--- src/rtl/coder_framer_pkg.sv ---
// coder_framer_pkg
// Shared constants and types for the coder output framer.
//   LANES / DEPTH     : lane count and bytes per lane buffer (fixed by the header format)
//   LANE_W / CNT_W    : lane index width and per-lane byte count width (0..DEPTH)
//   HDR_*             : bit positions of the header fields
//   state_e           : framer FSM states
//   make_header       : assembles a header byte from final flag, lane and byte count
package coder_framer_pkg;

    localparam int LANES  = 8;
    localparam int DEPTH  = 16;
    localparam int LANE_W = 3;
    localparam int CNT_W  = 5;

    localparam int HDR_FINAL_BIT = 7;
    localparam int HDR_LANE_MSB  = 6;
    localparam int HDR_LANE_LSB  = 4;
    localparam int HDR_CNT_MSB   = 3;
    localparam int HDR_CNT_LSB   = 0;

    typedef enum logic [1:0] {
        RUN   = 2'd0,
        FLUSH = 2'd1,
        DONE  = 2'd2
    } state_e;

    // The count field carries count-1 so that a full 16-byte lane fits in 4 bits.
    function automatic logic [7:0] make_header(input logic              final_flag,
                                               input logic [LANE_W-1:0] lane,
                                               input logic [CNT_W-1:0]  cnt);
        logic [7:0]       hdr;
        logic [CNT_W-1:0] cnt_m1;
        cnt_m1 = cnt - 1'b1;
        hdr    = '0;
        hdr[HDR_FINAL_BIT]              = final_flag;
        hdr[HDR_LANE_MSB:HDR_LANE_LSB]  = lane;
        hdr[HDR_CNT_MSB:HDR_CNT_LSB]    = cnt_m1[HDR_CNT_MSB:HDR_CNT_LSB];
        return hdr;
    endfunction

endpackage

--- src/rtl/rr_arbiter8.sv ---
// rr_arbiter8
// Eight-way round-robin arbiter.
//   clock, reset : clock and synchronous active-high reset
//   req_i        : one request bit per lane
//   grant_i      : the current winner was taken; pointer advances past it
//   idx_o        : winning lane (first requester at or after the pointer)
//   valid_o      : at least one request is present
module rr_arbiter8 (
    input  logic       clock,
    input  logic       reset,
    input  logic [7:0] req_i,
    input  logic       grant_i,
    output logic [2:0] idx_o,
    output logic       valid_o
);
    import coder_framer_pkg::*;

    logic [LANE_W-1:0] ptr_q, ptr_d;
    logic [LANE_W-1:0] cand;

    // Scan offsets from the far end down so the requester closest to the
    // pointer is the one left in idx_o.
    always_comb begin
        idx_o   = '0;
        valid_o = 1'b0;
        cand    = '0;
        for (int k = 7; k >= 0; k--) begin
            cand = ptr_q + LANE_W'(k);
            if (req_i[cand]) begin
                idx_o   = cand;
                valid_o = 1'b1;
            end
        end
    end

    always_comb begin
        ptr_d = ptr_q;
        if (grant_i && valid_o) begin
            ptr_d = idx_o + 1'b1;
        end
    end

    always_ff @(posedge clock) begin
        if (reset) begin
            ptr_q <= '0;
        end else begin
            ptr_q <= ptr_d;
        end
    end

endmodule

--- src/rtl/coder_out_framer.sv ---
// coder_out_framer
// Collects coder bytes into eight 16-byte lane buffers and emits each lane as
// a packet: one header byte (final, lane, count-1) followed by its payload.
// Full lanes are emitted round-robin while running; once the last coder byte
// arrives every remaining lane is flushed in ascending order with final set.
//   clock, reset                         : clock, synchronous active-high reset
//   in_valid/in_ready                    : coder byte handshake
//   in_bits_idx/in_bits_byte/in_bits_last: lane (bits [2:0]), data, end of stream
//   out_valid/out_ready                  : framed byte handshake
//   out_bits_byte/out_bits_last          : header or payload, end of framed stream
module coder_out_framer #(
    parameter int LANES = coder_framer_pkg::LANES,
    parameter int DEPTH = coder_framer_pkg::DEPTH
) (
    input  logic       clock,
    input  logic       reset,
    input  logic       in_valid,
    output logic       in_ready,
    input  logic [7:0] in_bits_idx,
    input  logic [7:0] in_bits_byte,
    input  logic       in_bits_last,
    output logic       out_valid,
    input  logic       out_ready,
    output logic [7:0] out_bits_byte,
    output logic       out_bits_last
);
    import coder_framer_pkg::*;

    localparam int               AW      = $clog2(LANES * DEPTH);
    localparam logic [CNT_W-1:0] FULL    = CNT_W'(DEPTH);
    localparam logic [CNT_W-1:0] FULL_M1 = CNT_W'(DEPTH - 1);

    state_e             state_q, state_d;
    logic [CNT_W-1:0]   count_q [LANES];
    logic [CNT_W-1:0]   count_d [LANES];
    logic [7:0]         mem_q   [LANES*DEPTH];
    logic               busy_q, busy_d;
    logic [LANE_W-1:0]  lane_q, lane_d;
    logic [CNT_W-1:0]   pos_q, pos_d;
    logic               final_q, final_d;
    logic               lastpkt_q, lastpkt_d;
    logic               pending_q, pending_d;

    logic [LANE_W-1:0]  wr_lane;
    logic [AW-1:0]      wr_addr;
    logic [AW-1:0]      rd_addr;
    logic [CNT_W-1:0]   pkt_cnt;
    logic               wr;
    logic               finishing;
    logic               can_start;
    logic [7:0]         req;
    logic               grant;
    logic [LANE_W-1:0]  arb_idx;
    logic               arb_valid;
    logic [LANES-1:0]   nonempty;
    logic               flush_any;
    logic               flush_more;
    logic [LANE_W-1:0]  flush_sel;
    logic               unused_idx;

    assign unused_idx = ^in_bits_idx[7:LANE_W];
    assign wr_lane    = in_bits_idx[LANE_W-1:0];
    assign pkt_cnt    = count_q[lane_q];

    // A lane under emission stays closed to writes until its last payload
    // byte is taken; this keeps header count and payload stable under stall.
    assign in_ready  = !reset && (state_q == RUN) && !pending_q &&
                       (count_q[wr_lane] < FULL) && !(busy_q && (lane_q == wr_lane));
    assign wr        = in_valid && in_ready;
    assign finishing = busy_q && out_ready && (pos_q == pkt_cnt);
    assign can_start = !busy_q || finishing;

    assign wr_addr = AW'(int'(wr_lane) * DEPTH + int'(count_q[wr_lane]));
    assign rd_addr = AW'(int'(lane_q) * DEPTH + int'(pos_q) - 1);

    assign out_valid     = busy_q && !reset;
    assign out_bits_byte = !out_valid    ? 8'h00 :
                           (pos_q == '0) ? make_header(final_q, lane_q, pkt_cnt) :
                                           mem_q[rd_addr];
    assign out_bits_last = out_valid && lastpkt_q && (pos_q == pkt_cnt);

    // Requests look one edge ahead: a write that fills a lane this cycle
    // requests immediately, and the lane finishing this cycle is dropped,
    // so a new packet starts right behind the previous one.
    always_comb begin
        req = '0;
        for (int l = 0; l < LANES; l++) begin
            req[l] = ((count_q[l] == FULL) ||
                      (wr && (wr_lane == LANE_W'(l)) && (count_q[l] == FULL_M1))) &&
                     !(finishing && (lane_q == LANE_W'(l)));
        end
    end

    rr_arbiter8 u_arb (
        .clock   (clock),
        .reset   (reset),
        .req_i   (req),
        .grant_i (grant),
        .idx_o   (arb_idx),
        .valid_o (arb_valid)
    );

    // Flush picks the lowest non-empty lane; flush_more tells whether any
    // other lane remains, i.e. whether this packet carries the stream end.
    always_comb begin
        nonempty   = '0;
        flush_any  = 1'b0;
        flush_more = 1'b0;
        flush_sel  = '0;
        for (int l = 0; l < LANES; l++) begin
            nonempty[l] = (count_q[l] != '0) && !(finishing && (lane_q == LANE_W'(l)));
        end
        for (int l = LANES - 1; l >= 0; l--) begin
            if (nonempty[l]) begin
                flush_more = flush_any;
                flush_sel  = LANE_W'(l);
                flush_any  = 1'b1;
            end
        end
    end

    // Next-state logic: buffer writes, emitter progress and the RUN/FLUSH/DONE
    // sequencing. A last byte defers the flush until the current packet ends.
    always_comb begin
        state_d   = state_q;
        count_d   = count_q;
        busy_d    = busy_q;
        lane_d    = lane_q;
        pos_d     = pos_q;
        final_d   = final_q;
        lastpkt_d = lastpkt_q;
        pending_d = pending_q;
        grant     = 1'b0;

        if (wr) begin
            count_d[wr_lane] = count_q[wr_lane] + 1'b1;
        end

        if (busy_q && out_ready) begin
            if (finishing) begin
                busy_d          = 1'b0;
                pos_d           = '0;
                count_d[lane_q] = '0;
                if (lastpkt_q) begin
                    state_d = DONE;
                end
            end else begin
                pos_d = pos_q + 1'b1;
            end
        end

        case (state_q)
            RUN: begin
                if (pending_q || (wr && in_bits_last)) begin
                    if (can_start) begin
                        state_d   = FLUSH;
                        pending_d = 1'b0;
                    end else begin
                        pending_d = 1'b1;
                    end
                end else if (can_start && arb_valid) begin
                    grant     = 1'b1;
                    busy_d    = 1'b1;
                    lane_d    = arb_idx;
                    pos_d     = '0;
                    final_d   = 1'b0;
                    lastpkt_d = 1'b0;
                end
            end
            FLUSH: begin
                if (can_start && flush_any) begin
                    busy_d    = 1'b1;
                    lane_d    = flush_sel;
                    pos_d     = '0;
                    final_d   = 1'b1;
                    lastpkt_d = !flush_more;
                end
            end
            DONE: begin
                for (int l = 0; l < LANES; l++) begin
                    count_d[l] = '0;
                end
                pending_d = 1'b0;
                state_d   = RUN;
            end
            default: state_d = RUN;
        endcase
    end

    // State register; lane storage is deliberately left out of reset.
    always_ff @(posedge clock) begin
        if (reset) begin
            state_q   <= RUN;
            busy_q    <= 1'b0;
            lane_q    <= '0;
            pos_q     <= '0;
            final_q   <= 1'b0;
            lastpkt_q <= 1'b0;
            pending_q <= 1'b0;
            for (int l = 0; l < LANES; l++) begin
                count_q[l] <= '0;
            end
        end else begin
            state_q   <= state_d;
            busy_q    <= busy_d;
            lane_q    <= lane_d;
            pos_q     <= pos_d;
            final_q   <= final_d;
            lastpkt_q <= lastpkt_d;
            pending_q <= pending_d;
            count_q   <= count_d;
        end
    end

    always_ff @(posedge clock) begin
        if (wr) begin
            mem_q[wr_addr] <= in_bits_byte;
        end
    end

endmodule

--- config.mk ---
export PLATFORM = sky130hd
export DESIGN_NAME = coder_out_framer
export DESIGN_NICKNAME = d
export VERILOG_FILES = /design/src/rtl/coder_framer_pkg.sv /design/src/rtl/rr_arbiter8.sv /design/src/rtl/coder_out_framer.sv
export SDC_FILE = /design/constraint.sdc
export NUM_CORES = 1
export LEC_CHECK = 0
export ABC_AREA = 1
export CAP_MARGIN = 15
export CORE_ASPECT_RATIO = 0.75
export CORE_MARGIN = 5
export CORE_UTILIZATION = 55
export DETAILED_ROUTE_END_ITERATION = 10
export PLACE_DENSITY_LB_ADDON = 0.2
export SKIP_LAST_GASP = 1
export SLEW_MARGIN = 5
export SYNTH_ARGS = -nofsm -noshare
export SYNTH_HDL_FRONTEND = slang
export SYNTH_SLANG_ARGS = --single-unit
--- constraint.sdc ---
create_clock -name clock -period 5.7 [get_ports clock]
set_input_delay 1.14 -clock clock [delete_from_list [all_inputs] [get_ports clock]]
set_output_delay 1.14 -clock clock [all_outputs]
set_load 0.01 [all_outputs]
==> results by group <==
Yosys
  • Area of the mapped netlist: between 40000 and 50000 µm²
  • Sequential share of the synthesized area: 70.0%
  • Post-synthesis net count: roughly 3900
  • Share of flip-flops with an asynchronous set or reset: 0%
  • Distinct cell type count after synthesis: 49
  • Post-synth top flop: edfxtp_1
  • Number of enable-type register cells in the synthesized netlist: around 1000
  • Avg Synthesized Cell Area: 11.8 µm²
  • Synth warn: 0
  • Post-synthesis instance total: 3874
  • Number of register bits inferred by synthesis: ~1100

Hold path
  • Class of the tightest hold or removal check: register to register

Timing
  • Post-route clock period utilization: 102%
  • Clock period minus final worst setup slack: around 5.8 ns
  • Worst-case clock skew: between 0.02 and 0.025 ns
  • Fmax: between 150 and 200 MHz
  • RSZ-0062 raised after global routing: true
  • Relative slew slack: 19.3%
  • Worst hold margin: roughly 0.47 ns
  • Final setup violation count: 2
  • Max-slew violation total from the final report: 0
  • Worst path setup slack after routing: -0.0906 ns
  • Pin slew with the least headroom to its limit: 1.20 ns
  • Total count of hold-check failures in the final report: 0

Setup path
  • Maximum net fanout on the critical path: 29
  • Worst Setup Start Kind: register
  • Critical path required time: approximately 4.6 ns
  • Critical setup path kind: register to output port
  • Kind of end point of the critical path: output port
  • Arrival time at the worst endpoint: roughly 4.7 ns

Outcome
  • Violations in the final reports: setup timing
  • Status: finished with violations

GRT
  • Largest net degree at the start of global routing: between 150 and 200
  • Global-route wire length before repair: between 150000 and 200000 µm
  • Number of global-route vias before repair: roughly 29000
  • Total overflow reported by the global router: 0
  • All-Layer GR Usage: roughly 28%
  • Antenna violations before repair: 0

Cells and area
  • Area used by multi-input combinational logic: roughly 12000 µm²
  • Count of nets after finishing: between 4000 and 5000
  • Synthesis-to-layout area growth: 14.8%
  • Fraction of layout cells with a size suffix above 1: 12.5%
  • FF/Latch Area: approximately 32000 µm²
  • Number of fillers in the final layout: ~6300
  • Diodes inserted: 0

CTS
  • Root buf cell: clkbuf_16
  • TritonCTS clock tree: done
  • CTS HTree Levels: 3
  • Clock transition time at the flip-flop clock pins of the worst setup and hold paths: ~0.06 ns
  • CTS max path bufs: 3
  • CTS Sinks: between 1000 and 1500
  • Number of buffers added by the clock tree synthesis step: between 100 and 150
  • Clock insertion delay at the later pin of the skew report: between 0.6 and 0.7 ns

Drt
  • DRC marker count from the first detailed-route iteration: approximately 4200
  • Antenna Violating Nets Remaining: 0
  • Wirelength, routed: 126000 µm
  • Average vias per placed instance: about 6
  • Number of remaining DRC errors: 0
  • Post-DR wirelength/cell: between 20 and 25 µm
  • 1st-pass router iterations: 6
  • DR vias: between 30000 and 40000

Placement
  • # port buffers: 26
  • Routability-driven placement congestion ratio: a little under 1
  • Setup Slack @ Placement: around 0.27 ns
  • Post-DP HPWL: 72100 µm

Die
  • Die height: about 260 µm
  • Placeable core area: between 80000 and 90000 µm²
  • Number of placement rows: 91
  • Die outline area: around 89000 µm²
  • Die span in x: between 300 and 400 µm
  • Number of ports placed on the die boundary: 32
  • Starting Density: 55.4%

Power
  • Max IR drop VDD: roughly 0.28 mV
  • Overall power after layout: ~22 mW
  • Total power density per cell area: around 420 nW/µm²
  • Leakage component of the power: around 19 nW

Job
  • Max capacitance violation total: 0
[sequential cells by signal, summed over array words and instances (netlist names)]
name         flops
pos_q            5
final_q          1
state_q          2
lane_q           3
pending_q        1
u_arb.ptr_q      3
busy_q           1
mem_q         1024
count_q         40
lastpkt_q        1
[power breakdown]
| part | switching (mW) | internal (mW) |
|---|---|---|
| Sequential | 0.0518 | 8.73 |
| Combinational | 4.28 | 1.91 |
| Clock | 2.96 | 3.81 |
[cell usage after synthesis (9+ instances only)]
cell type	number	area (µm²)
o311ai_0	38	333
dfxtp_1	57	1140
xor2_1	11	96.3
a21oi_1	384	1920
o21ai_0	147	736
nor3_1	46	230
a311oi_1	14	123
nand4_1	14	87.6
clkbuf_1	220	826
o31ai_1	10	75.1
buf_1	19	71.3
ha_1	22	275
o22ai_1	68	425
nand3_2	11	110
o211ai_1	52	390
nand2_1	764	2870
nor4_1	9	56.3
a221oi_1	162	1420
inv_2	15	56.3
edfxtp_1	1024	30700
nor2_1	334	1250
nand3_1	221	1110
inv_1	159	597
[timing repair]
item	CTS	global route
setup endpoints to repair	8	8
setup buffers	5	4
pin swaps	13	10
hold buffers	0	0
cloned	2	4
gates resized for setup	72	36
[metrics by stage]
stage | instance area [µm²] | TNS [ns] | cells | util (%)
6_report | 52300 | -0.0987 | 5204 | 63.6
5_1_grt | 52300 | -0.345 | 5204 | 63.6
4_1_cts | 52000 | -0.707 | 5196 | 63.2
3_5_place_dp | 48200 | 0 | 4999 | 58.7
3_3_place_gp | 48200 | 0 | 4999 | 58.7
2_1_floorplan | 45500 | 0 | 3874 | -
[cell families (layout without fill, tap and decap cells)]
kind of cell | after synthesis | count (layout) | share of synthesized area (%)
and+or+nand+nor | 1415 | 1415 | 12.8
xor gates and xnor gates | 17 | 17 | 0.327
adders and majority gates | 23 | 23 | 0.648
DFF | 1081 | 1081 | 70.0
AOI/OAI and AO/OA | 910 | 910 | 12.5
buffers and inverters | 428 | 642 | 3.63
[metal layers]
layer	routed length, µm	up-vias	GRT usage (%)
li1	-	14500	-
met1	54400	15600	43.2
met2	54000	1754	39.2
met3	14000	235	5.87
met4	3320	0	7.59
met5	0	-	0
[cell usage in the layout, fill, tap and decap left out, drive strengths merged, types with 2 or more instances in the layout]
cell and instances:
a21oi 384, a221oi 162, a22oi 5, a311o 7
a311oi 14, a31oi 6, a32o 3, a32oi 2
buf 250, bufinv 8, clkbuf 133, clkdlybuf4s50 12
clkinv 46, clkinvlp 6, dfxtp 57, dlygate4sd2 2
dlymetal6s2s 4, edfxtp 1024, ha 22, inv 180
nand2 771, nand3 233, nand4 14, nor2 339
nor3 46, nor4 9, o211ai 52, o21ai 151
o221ai 5, o22ai 68, o311ai 38, o31ai 10
xnor2 6, xor2 11
[worst paths after layout]
check	endpoint	from	depth (start not counted)	slack [ns]
max	out_bits_byte[4]	pos_q[1]	15	-0.09
min	final_q	final_q	2	0.47
max reg2reg	u_arb.ptr_q[1]	lane_q[0]	27	1.34
min reg2reg	final_q	final_q	2	0.47
[critical path, stage by stage (launching register included)]
cell	delay, ns
dfxtp_1	0.32
inv_2	0.12
ha_2	0.21
inv_1	0.06
fa_4	0.85
clkinv_8	0.12
buf_16	0.19
buf_4	0.21
a221oi_1	0.29
nor3_1	0.11
o311ai_1	0.35
nand3_1	0.18
nand3_2	0.15
o211ai_1	0.15
inv_1	0.10
clkdlybuf4s50_1	0.54
[final cells by class]
| cell class | instances | share of cell area [%] |
|---|---|---|
| sequential | 1081 | 61.0 |
| multi-input combinational | 2365 | 23.8 |
| clock buffer | 129 | 5.28 |
| timing repair buffer | 273 | 4.79 |
| tap | 1116 | 2.67 |
| inverter | 178 | 1.36 |
| clock inverter | 61 | 1.08 |
| timing repair inverter | 1 | 0.0168 |
(Power assumes the default switching activity.)
